### src/rtl/mmio_uart_tx.sv
// mmio_uart_tx: memory-mapped 8N1 UART transmitter with a small TX FIFO.
// It sits on the core's data-memory port. Register decode and read data are
// combinational, so a load completes in the same cycle.
// Optional feature macro: UART_TX_IRQ_EN adds the irq output and the
// IRQCTRL register at offset 0xC. Without it, 0xC is reserved.
//
// state | meaning
// ------+-------------------------------------------------------------
// IDLE  | line high, waiting for the FIFO to hold a byte
// START | start bit (low) for CLKS_PER_BIT cycles
// DATA  | 8 data bits LSB-first, CLKS_PER_BIT cycles each
// STOP  | stop bit (high); then chain straight into the next byte or go idle
module mmio_uart_tx #(
  parameter logic [31:0] BASE_ADDR    = 32'h1000_0000,
  parameter int          FIFO_DEPTH   = 8,
  parameter int          CLKS_PER_BIT = 868
) (
  input  logic        clk,
  input  logic        reset,
  input  logic [31:0] addr,
  input  logic [31:0] wdata,
  input  logic        mem_write,
  output logic [31:0] rdata,
  output logic        hit,
`ifdef UART_TX_IRQ_EN
  output logic        irq,
`endif
  output logic        tx
);

  localparam int AW = $clog2(FIFO_DEPTH);
  localparam int PW = AW + 1;
  localparam int CW = $clog2(CLKS_PER_BIT) + 1;

  localparam logic [PW-1:0] PTR_ONE     = PW'(1);
  localparam logic [PW-1:0] DEPTH_P     = PW'(FIFO_DEPTH);
  localparam logic [CW-1:0] BAUD_RELOAD = CW'(CLKS_PER_BIT - 1);
  localparam logic [CW-1:0] BAUD_ONE    = CW'(1);

  typedef enum logic [1:0] {
    IDLE  = 2'd0,
    START = 2'd1,
    DATA  = 2'd2,
    STOP  = 2'd3
  } state_t;

  state_t        state_q, state_d;
  logic [CW-1:0] baud_q, baud_d;
  logic [2:0]    bit_q, bit_d;
  logic [7:0]    shift_q, shift_d;
  logic          tx_q, tx_d;
  logic [PW-1:0] wptr_q, wptr_d;
  logic [PW-1:0] rptr_q, rptr_d;
  logic          ovf_q, ovf_d;
  logic [7:0]    fifo_q [FIFO_DEPTH];
  logic [7:0]    fifo_d [FIFO_DEPTH];

  logic [PW-1:0] count;
  logic          full;
  logic          empty;
  logic          busy;
  logic          we_txdata;
  logic          we_status;
  logic          push_ok;
  logic          pop;

  // Address/data bits the register window never looks at.
  logic unused_bits;
  assign unused_bits = ^{addr[1:0], wdata[31:8]};

  // Register window decode; mem_write only qualifies the write strobes.
  assign hit       = (addr[31:4] == BASE_ADDR[31:4]);
  assign we_txdata = hit & mem_write & (addr[3:2] == 2'd0);
  assign we_status = hit & mem_write & (addr[3:2] == 2'd1);

  // The extra pointer MSB distinguishes full from empty; full is judged
  // before the edge, so a same-edge pop never rescues a push into a full FIFO.
  assign count   = wptr_q - rptr_q;
  assign full    = (count == DEPTH_P);
  assign empty   = (wptr_q == rptr_q);
  assign busy    = (state_q != IDLE);
  assign push_ok = we_txdata & ~full;
  assign tx      = tx_q;

  // FIFO storage and pointer/overflow next-state.
  always_comb begin
    fifo_d = fifo_q;
    wptr_d = wptr_q;
    rptr_d = rptr_q;
    ovf_d  = ovf_q;
    if (push_ok) begin
      fifo_d[wptr_q[AW-1:0]] = wdata[7:0];
      wptr_d = wptr_q + PTR_ONE;
    end
    if (pop) begin
      rptr_d = rptr_q + PTR_ONE;
    end
    if (we_status && wdata[3]) begin
      ovf_d = 1'b0;
    end
    if (we_txdata && full) begin
      ovf_d = 1'b1;
    end
  end

  // Serialiser FSM: baud down-counter reloads at every bit boundary.
  always_comb begin
    state_d = state_q;
    baud_d  = baud_q;
    bit_d   = bit_q;
    shift_d = shift_q;
    pop     = 1'b0;
    tx_d    = 1'b1;
    case (state_q)
      IDLE: begin
        if (!empty) begin
          pop     = 1'b1;
          shift_d = fifo_q[rptr_q[AW-1:0]];
          baud_d  = BAUD_RELOAD;
          state_d = START;
        end
      end
      START: begin
        if (baud_q == '0) begin
          baud_d  = BAUD_RELOAD;
          bit_d   = 3'd0;
          state_d = DATA;
        end else begin
          baud_d = baud_q - BAUD_ONE;
        end
      end
      DATA: begin
        if (baud_q == '0) begin
          baud_d = BAUD_RELOAD;
          if (bit_q == 3'd7) begin
            state_d = STOP;
          end else begin
            bit_d   = bit_q + 3'd1;
            shift_d = {1'b0, shift_q[7:1]};
          end
        end else begin
          baud_d = baud_q - BAUD_ONE;
        end
      end
      STOP: begin
        if (baud_q == '0) begin
          if (!empty) begin
            pop     = 1'b1;
            shift_d = fifo_q[rptr_q[AW-1:0]];
            baud_d  = BAUD_RELOAD;
            state_d = START;
          end else begin
            baud_d  = '0;
            state_d = IDLE;
          end
        end else begin
          baud_d = baud_q - BAUD_ONE;
        end
      end
      default: begin
        baud_d  = '0;
        state_d = IDLE;
      end
    endcase
    // tx is registered from the next state so the line changes with the state.
    case (state_d)
      START:   tx_d = 1'b0;
      DATA:    tx_d = shift_d[0];
      default: tx_d = 1'b1;
    endcase
  end

  // FIFO storage has no reset; pointer reset alone discards its contents.
  always_ff @(posedge clk) begin
    fifo_q <= fifo_d;
  end

  // Control state with asynchronous reset; reset forces the line idle at once.
  always_ff @(posedge clk or posedge reset) begin
    if (reset) begin
      state_q <= IDLE;
      baud_q  <= '0;
      bit_q   <= '0;
      shift_q <= '0;
      tx_q    <= 1'b1;
      wptr_q  <= '0;
      rptr_q  <= '0;
      ovf_q   <= 1'b0;
    end else begin
      state_q <= state_d;
      baud_q  <= baud_d;
      bit_q   <= bit_d;
      shift_q <= shift_d;
      tx_q    <= tx_d;
      wptr_q  <= wptr_d;
      rptr_q  <= rptr_d;
      ovf_q   <= ovf_d;
    end
  end

`ifdef UART_TX_IRQ_EN
  logic irq_en_q, irq_en_d;
  logic irq_pend_q, irq_pend_d;
  logic irq_q, irq_d;
  logic we_irqctrl;
  logic enter_idle;

  assign we_irqctrl = hit & mem_write & (addr[3:2] == 2'd3);
  assign enter_idle = (state_q == STOP) && (state_d == IDLE);
  assign irq        = irq_q;

  // Interrupt control: a clear request beats a same-edge completion event.
  always_comb begin
    irq_en_d   = irq_en_q;
    irq_pend_d = irq_pend_q;
    if (enter_idle) begin
      irq_pend_d = 1'b1;
    end
    if (we_irqctrl) begin
      irq_en_d = wdata[0];
      if (wdata[1]) begin
        irq_pend_d = 1'b0;
      end
    end
    irq_d = irq_en_q & irq_pend_q;
  end

  // Interrupt registers.
  always_ff @(posedge clk or posedge reset) begin
    if (reset) begin
      irq_en_q   <= 1'b0;
      irq_pend_q <= 1'b0;
      irq_q      <= 1'b0;
    end else begin
      irq_en_q   <= irq_en_d;
      irq_pend_q <= irq_pend_d;
      irq_q      <= irq_d;
    end
  end
`endif

  // Combinational read mux; zero whenever the window is not selected.
  always_comb begin
    rdata = '0;
    if (hit) begin
      case (addr[3:2])
        2'd1: begin
          rdata[14:8] = 7'(count);
          rdata[3]    = ovf_q;
          rdata[2]    = busy;
          rdata[1]    = empty;
          rdata[0]    = full;
        end
`ifdef UART_TX_IRQ_EN
        2'd3: begin
          rdata[1] = irq_pend_q;
          rdata[0] = irq_en_q;
        end
`endif
        default: rdata = '0;
      endcase
    end
  end

endmodule

### config.mk
export PLATFORM = sky130hd
export DESIGN_NAME = mmio_uart_tx
export DESIGN_NICKNAME = d
export VERILOG_FILES = /design/src/rtl/mmio_uart_tx.sv
export SDC_FILE = /design/constraint.sdc
export NUM_CORES = 1
export LEC_CHECK = 0
export ABC_AREA = 0
export BUFFER_PORTS_ARGS = -buffer_cell sky130_fd_sc_hd__buf_2
export CELL_PAD_IN_SITES_DETAIL_PLACEMENT = 2
export CELL_PAD_IN_SITES_GLOBAL_PLACEMENT = 2
export CORE_MARGIN = 1.5
export CORE_UTILIZATION = 33
export CTS_BUF_LIST = sky130_fd_sc_hd__clkbuf_16
export DETAILED_ROUTE_END_ITERATION = 6
export HOLD_SLACK_MARGIN = 0.15
export PLACE_DENSITY_LB_ADDON = 0.1
export SETUP_SLACK_MARGIN = 0.3
export SLEW_MARGIN = 5
export SYNTH_ARGS = -nofsm -noshare
export SYNTH_HDL_FRONTEND = slang
export SYNTH_SLANG_ARGS = --single-unit
### constraint.sdc
create_clock -name clk -period 3.7 [get_ports clk]
set_input_delay 0.37 -clock clk [delete_from_list [all_inputs] [get_ports clk]]
set_output_delay 0.37 -clock clk [all_outputs]
set_load 0.03 [all_outputs]
==> results.cfg, run 1 <==
[yosys]
syn_avg_cell_area_um2 = 12.8
synth_xor_area_share_pct = 1.45
yosysMostFrequentCell = edfxtp_1
synthAdderAreaFrac_pct = 3.78
yosysTopAreaCell = edfxtp_1
synth_top_family_by_area = compound AO/OA/AOI/OAI gates
synth_area_um2 = 4840
synth-seq-area-share_pct = 57.3
synth_compound_area_share_pct = 11.4
synth-main-ff-cell = edfxtp_1
ys_ff_latch = 98
ys.warnings.count = 0
synth_mux_area_share_pct = 8.56
yosys.area_share.simple_pct = 11.2
synth_top_area_share_pct = 39.7
synthCells = 378
netlist_top_cells_area = edfxtp_1 40%, dfrtp_1 17%, mux4_2 7.4%
synthArstFlopShare_pct = 34.7
synth.top_cells.by_count = 64 x edfxtp_1, 33 x dfrtp_1, 29 x nand2_1
synth_edf_count = 64
ys_types = 60

[routing]
drt_iter0_markers = 140
vias = 3180
route.detailed.drc = 0
drt_wl_total_um = 12100
wl_per_cell_um = 19.2
antenna_left = 0
dr.pass1.iters = 4
avgViaCountPerCell = 5.05

[floorplan]
io_pins = 101
start_util_pct = 33.5
core.rowCount = 44
die_area_um2 = 15400
die_w_um = 124
dieHeight_um = 124
core_area_um2 = 14400

[global_routing]
grt_use_met3_pct = 4.53
grt_start_max_net_pins = 35
met2_usage_pct = 30.0
antenna_found_initial = 0
met1_usage_pct = 21.8
grt_pass1_wl_um = 19700
track_usage_pct = 17.5
top_usage_layer = met2
grt_overflow_total = 0
grt_pass1_vias = 3518

[sta]
hold_ws_ps = 284
period_share_pct = 84.9
worst_clock_skew_ps = 10.7
fin_crit_ps = 3140
grt_setup_unrepaired = false
worstMarginPinSlew_ps = 742
setup_viol = 0
hold_viol_final = 0
fmax_mhz = 318
drv_slew = 0
maxSlewHeadroom_pct = 50.2
tns_ps = 0

[final_layout]
antennaDiodeCount = 0
drive_above_1_share_pct = 26.7
layout.nets = 522
final_cells = 630
fill_cells = 1508
area_growth_pct = 16.0

[clock_tree]
cts_tree = built
clkSinkCount = 98
clockBufferDepth = 2
clkLatencyLatePin_ps = 360
post-cts-setup-buffers = 0
cts_buffers = 9
clk_pin_slew_ps = 70
ctsResizeCount = 0
cts_hold_buf = 1
cts_max_level = 3
root_buffer = clkbuf_16

[setup_path]
critical_path_arrival_ps = 3210
required_ps = 3760
endpoint_kind = register
start_kind = register
worstPathMaxFanout = 7
critPathKind = register to register

[power]
power_density_nw_per_um2 = 412
finalPower_w = 0.00231
vdd_ir_drop_max_v = 0.000390
p_leak_nw = 2.21

[place]
dpl.hpwl_um = 8660
numPortBuffers = 50
dpl.cell_count = 613
place.gp.congestion = 0.736

[status]
status = complete, no violations

[run]
cap_violations = 0

[min_path]
hold_path.class = input pin to register
registers in the layout (all words and copies together), names as in the netlist:
register  cells
wptr_q        4
state_q       2
fifo_q       64
bit_q         3
shift_q       8
tx            1
rptr_q        4
baud_q       11
ovf_q         1
through the flow:
step	setup WS (ps)	util, %	instance area (µm²)
3_3_place_gp	545	36.8	5300
4_1_cts	504	38.9	5610
2_1_floorplan	485	-	4930
3_5_place_dp	522	36.8	5300
5_1_grt	367	38.9	5610
6_report	557	38.9	5610
worst max-delay path: stages (launching register included):
cell,delay (ps)
dfrtp_1,480
inv_1,180
ha_1,190
inv_1,50
fa_1,370
xnor2_1,150
and3_1,240
a311oi_4,450
nand2_1,180
nor2_1,320
buf_4,240
kinds of logic after synthesis:
logic type,after synthesis
flip-flops,98
multiplexers,21
AO/OA/AOI/OAI,78
other,1
buffers and inverters,54
AND/OR/NAND/NOR,104
adder cells (fa/ha/maj),14
XOR/XNOR,8
report_power, final:
part	internal (W)	switching, W
Sequential	0.00120	0.0000291
Combinational	0.0000457	0.0000715
Clock	0.000530	0.000432
area by class of cell:
class / instances / area, µm² / area share (%)
Clock buffer: 9 / 225 / 4.01
Clock inverter: 7 / 75.1 / 1.34
Multi-Input combinational cell: 249 / 1860 / 33.1
Sequential cell: 98 / 2770 / 49.4
Tap cell: 184 / 230 / 4.10
Timing Repair Buffer: 69 / 395 / 7.04
Inverter: 14 / 52.6 / 0.936
path summary, 6_finish.rpt:
| check | startpoint | to | slack (ps) | cells past startpoint |
|---|---|---|---|---|
| min in group asynchronous | reset | baud_q[5]$_DFFE_PP0P_ | 660 | 4 |
| min | wdata[2] | fifo_q[26]$_DFFE_PP_ | 280 | 1 |
| max in group asynchronous | reset | tx$_DFF_PP1_ | 2680 | 4 |
| max | wptr_q[0]$_DFFE_PP0P_ | fifo_q[14]$_DFFE_PP_ | 560 | 10 |
| min reg2reg | baud_q[10]$_DFFE_PP0P_ | baud_q[10]$_DFFE_PP0P_ | 490 | 1 |
| max reg2reg | wptr_q[0]$_DFFE_PP0P_ | fifo_q[14]$_DFFE_PP_ | 560 | 10 |
cells in the final DEF (no fill, tap or decap), types with 3 or more instances in the layout:
cell type / count
mux2_2: 3
dfrtp_1: 33
xor2_1: 3
a21oi_1: 10
buf_4: 18
nand3_1: 7
a31o_2: 6
conb_1: 24
a31oi_1: 8
xnor2_1: 5
a21o_1: 3
nor3_1: 5
buf_2: 50
nor2_1: 24
nor2b_1: 6
inv_1: 14
ha_1: 13
mux4_2: 16
edfxtp_1: 64
nand2b_1: 4
a22o_1: 9
clkbuf_16: 9
o31ai_1: 5
and3_1: 3
nor4_1: 6
o21ai_0: 19
nand2_1: 29
metal layers:
| layer | share of wire (%) | routed length (µm) |
|---|---|---|
| met1 | 45 | 5480 |
| met2 | 51 | 6190 |
| met3 | 2.5 | 309 |
| met4 | 1.2 | 145 |
| met5 | 0 | 0 |
Power figures use the tool's default switching activity.
==> run 2: changes to the inputs <==
--- a/config.mk
+++ b/config.mk
@@ -10,7 +10,7 @@
 export CELL_PAD_IN_SITES_DETAIL_PLACEMENT = 2
 export CELL_PAD_IN_SITES_GLOBAL_PLACEMENT = 2
 export CORE_MARGIN = 1.5
-export CORE_UTILIZATION = 33
+export CORE_UTILIZATION = 35
 export CTS_BUF_LIST = sky130_fd_sc_hd__clkbuf_16
 export DETAILED_ROUTE_END_ITERATION = 6
 export HOLD_SLACK_MARGIN = 0.15
==> constraint.sdc (replaced) <==
create_clock -name clk -period 3.01 [get_ports clk]
set_input_delay 0.301 -clock clk [delete_from_list [all_inputs] [get_ports clk]]
set_output_delay 0.301 -clock clk [all_outputs]
set_load 0.03 [all_outputs]
==> results.cfg, run 2 (same netlist as run 1, synthesis figures left out) <==
[status]
status = complete, no violations

[sta]
fmax_mhz = 386
fin_crit_ps = 2590
hold_viol_final = 0
hold_ws_ps = 175
setup_ws_ps = 419
worstMarginPinSlew_ps = 990
worst_clock_skew_ps = 8.60
period_share_pct = 86.1
drv_slew = 0
grt_setup_unrepaired = true
maxSlewHeadroom_pct = 33.9
setup_viol = 0
tns_ps = 0

[setup_path]
critical_path_arrival_ps = 2650
cp-startpoint = wptr_q[0]$_DFFE_PP0P_
start_kind = register
r2r_setup_slack_ps = 420
worstPathMaxFanout = 8
crit_slowest_cell = fa_2
endpoint_kind = register
critPathKind = register to register
rr_startpoint = wptr_q[0]$_DFFE_PP0P_
crit_chain = inv_2 > ha_2 > inv_1 > fa_2 > inv_1 > and3_4 > a311oi_4 > buf_6 > nand2_4 > nor3_4 > buf_6
required_ps = 3070
max_stage_delay_ps = 520

[global_routing]
grt_start_max_net_pins = 23
grt_pass1_wl_um = 20200
antenna_found_initial = 0
grt_overflow_total = 0
track_usage_pct = 18.6
grt_pass1_vias = 3606

[power]
p_int_w = 0.00220
combPwrFrac_pct = 5.1
vdd_ir_drop_max_v = 0.000376
swShare_pct = 23.5
p_sw_w = 0.000675
power_frac_clock_pct = 42.0
p_leak_nw = 2.27
power_density_nw_per_um2 = 498
p_seq_share_pct = 52.8

[place]
pre_cts_slack_ps = 139
numPortBuffers = 50
place.gp.congestion = 0.687
dpl.hpwl_um = 8900
placed_area_um2 = 5380

[routing]
route.detailed.drc = 0
drt_iter0_markers = 115
antenna_left = 0
vias = 3270
dr.pass1.iters = 4
drt_wl_total_um = 12400
avgViaCountPerCell = 5.21
wl_per_cell_um = 19.8

[floorplan]
die_area_um2 = 14500
die_w_um = 121
start_util_pct = 36.2
dieHeight_um = 121
core.rowCount = 42
io_pins = 101
core_area_um2 = 13300

[final_layout]
layout.nets = 528
final_cell_mix = 64 x edfxtp_1, 49 x buf_2, 32 x dfrtp_1
drive_above_1_share_pct = 31.4
area_growth_pct = 19.2
antennaDiodeCount = 0
largest_reg_flops = 64
regMostFlops = fifo_q
layout_commonest_cell = edfxtp_1
fill_cells = 1367
largestRegisters = fifo_q: 64 flops, baud_q: 11 flops, shift_q: 8 flops
finish.instance_area_um2 = 5770

[clock_tree]
clockBufferDepth = 2
clkLatencyLatePin_ps = 350
clk_pin_slew_ps = 70
root_buffer = clkbuf_16
cts_max_level = 3
clkSinkCount = 98
cts_tree = built
cts_buffers = 9

[run]
cap_violations = 0

[min_path]
hold_path.class = input pin to asynchronous set/reset pin
-- run 2: timing repair --
item,in CTS,in global routing
pin swaps,3,2
endpoints found under the setup margin,48,65
resized for setup,4,6
buffers inserted,3,1
hold buffers,0,0
-- run 2: power by group through the flow --
stage                     Sequential [W]  Combinational, W  Clock (W)
after detailed placement         0.00154          0.000148          0
after global placement           0.00154          0.000140          0
after floorplan                  0.00153          0.000119          0
after global routing             0.00152          0.000165    0.00129
after CTS                        0.00152          0.000149    0.00124
final                            0.00152          0.000147    0.00121
-- run 2: worst max-delay path, delay by kind of cell (launching register included) --
| family | cells | cell delay, ps |
|---|---|---|
| AOI/OAI and AO/OA | 1 | 200 |
| adders and majority gates | 2 | 700 |
| buffers and inverters | 5 | 530 |
| DFF | 1 | 410 |
| and+or+nand+nor | 3 | 450 |
-- run 2: worst paths after layout --
path / depth (start not counted) / end
hold / removal: 2 / baud_q[5]$_DFFE_PP0P_
setup / recovery: 11 / fifo_q[31]$_DFFE_PP_
max in group asynchronous: 3 / shift_q[1]$_DFFE_PP0P_
hold reg to reg: 1 / baud_q[10]$_DFFE_PP0P_
setup reg to reg: 11 / fifo_q[31]$_DFFE_PP_
min in group clk: 1 / fifo_q[61]$_DFFE_PP_
-- run 2: layer usage --
layer  vias to the layer above  share of wire [%]  track usage, %
met3                        15                1.8            3.77
li1                       1525                  -               -
met2                        40                 54            33.4
met1                      1690                 43            22.8
met4                         0                1.4            4.85
met5                         -                  0               0
-- run 2: stage by stage --
step / util, % / total power [W] / instances
floorplan: - / 0.00165 / 401
finish: 43.2 / 0.00287 / 628
global route: 43.2 / 0.00298 / 628
CTS: 43.0 / 0.00291 / 627
detailed placement: 40.3 / 0.00169 / 608
global placement: 40.3 / 0.00168 / 608
-- run 2: layout make-up --
| cell class | count | area (µm²) | area share, % |
|---|---|---|---|
| flip-flops and latches | 98 | 2780 | 48.1 |
| repair buffers | 75 | 464 | 8.05 |
| clock inverters | 7 | 83.8 | 1.45 |
| clock buffers | 9 | 225 | 3.90 |
| inverters | 14 | 52.6 | 0.911 |
| multi-input cells | 249 | 1950 | 33.8 |
| well taps | 176 | 220 | 3.82 |
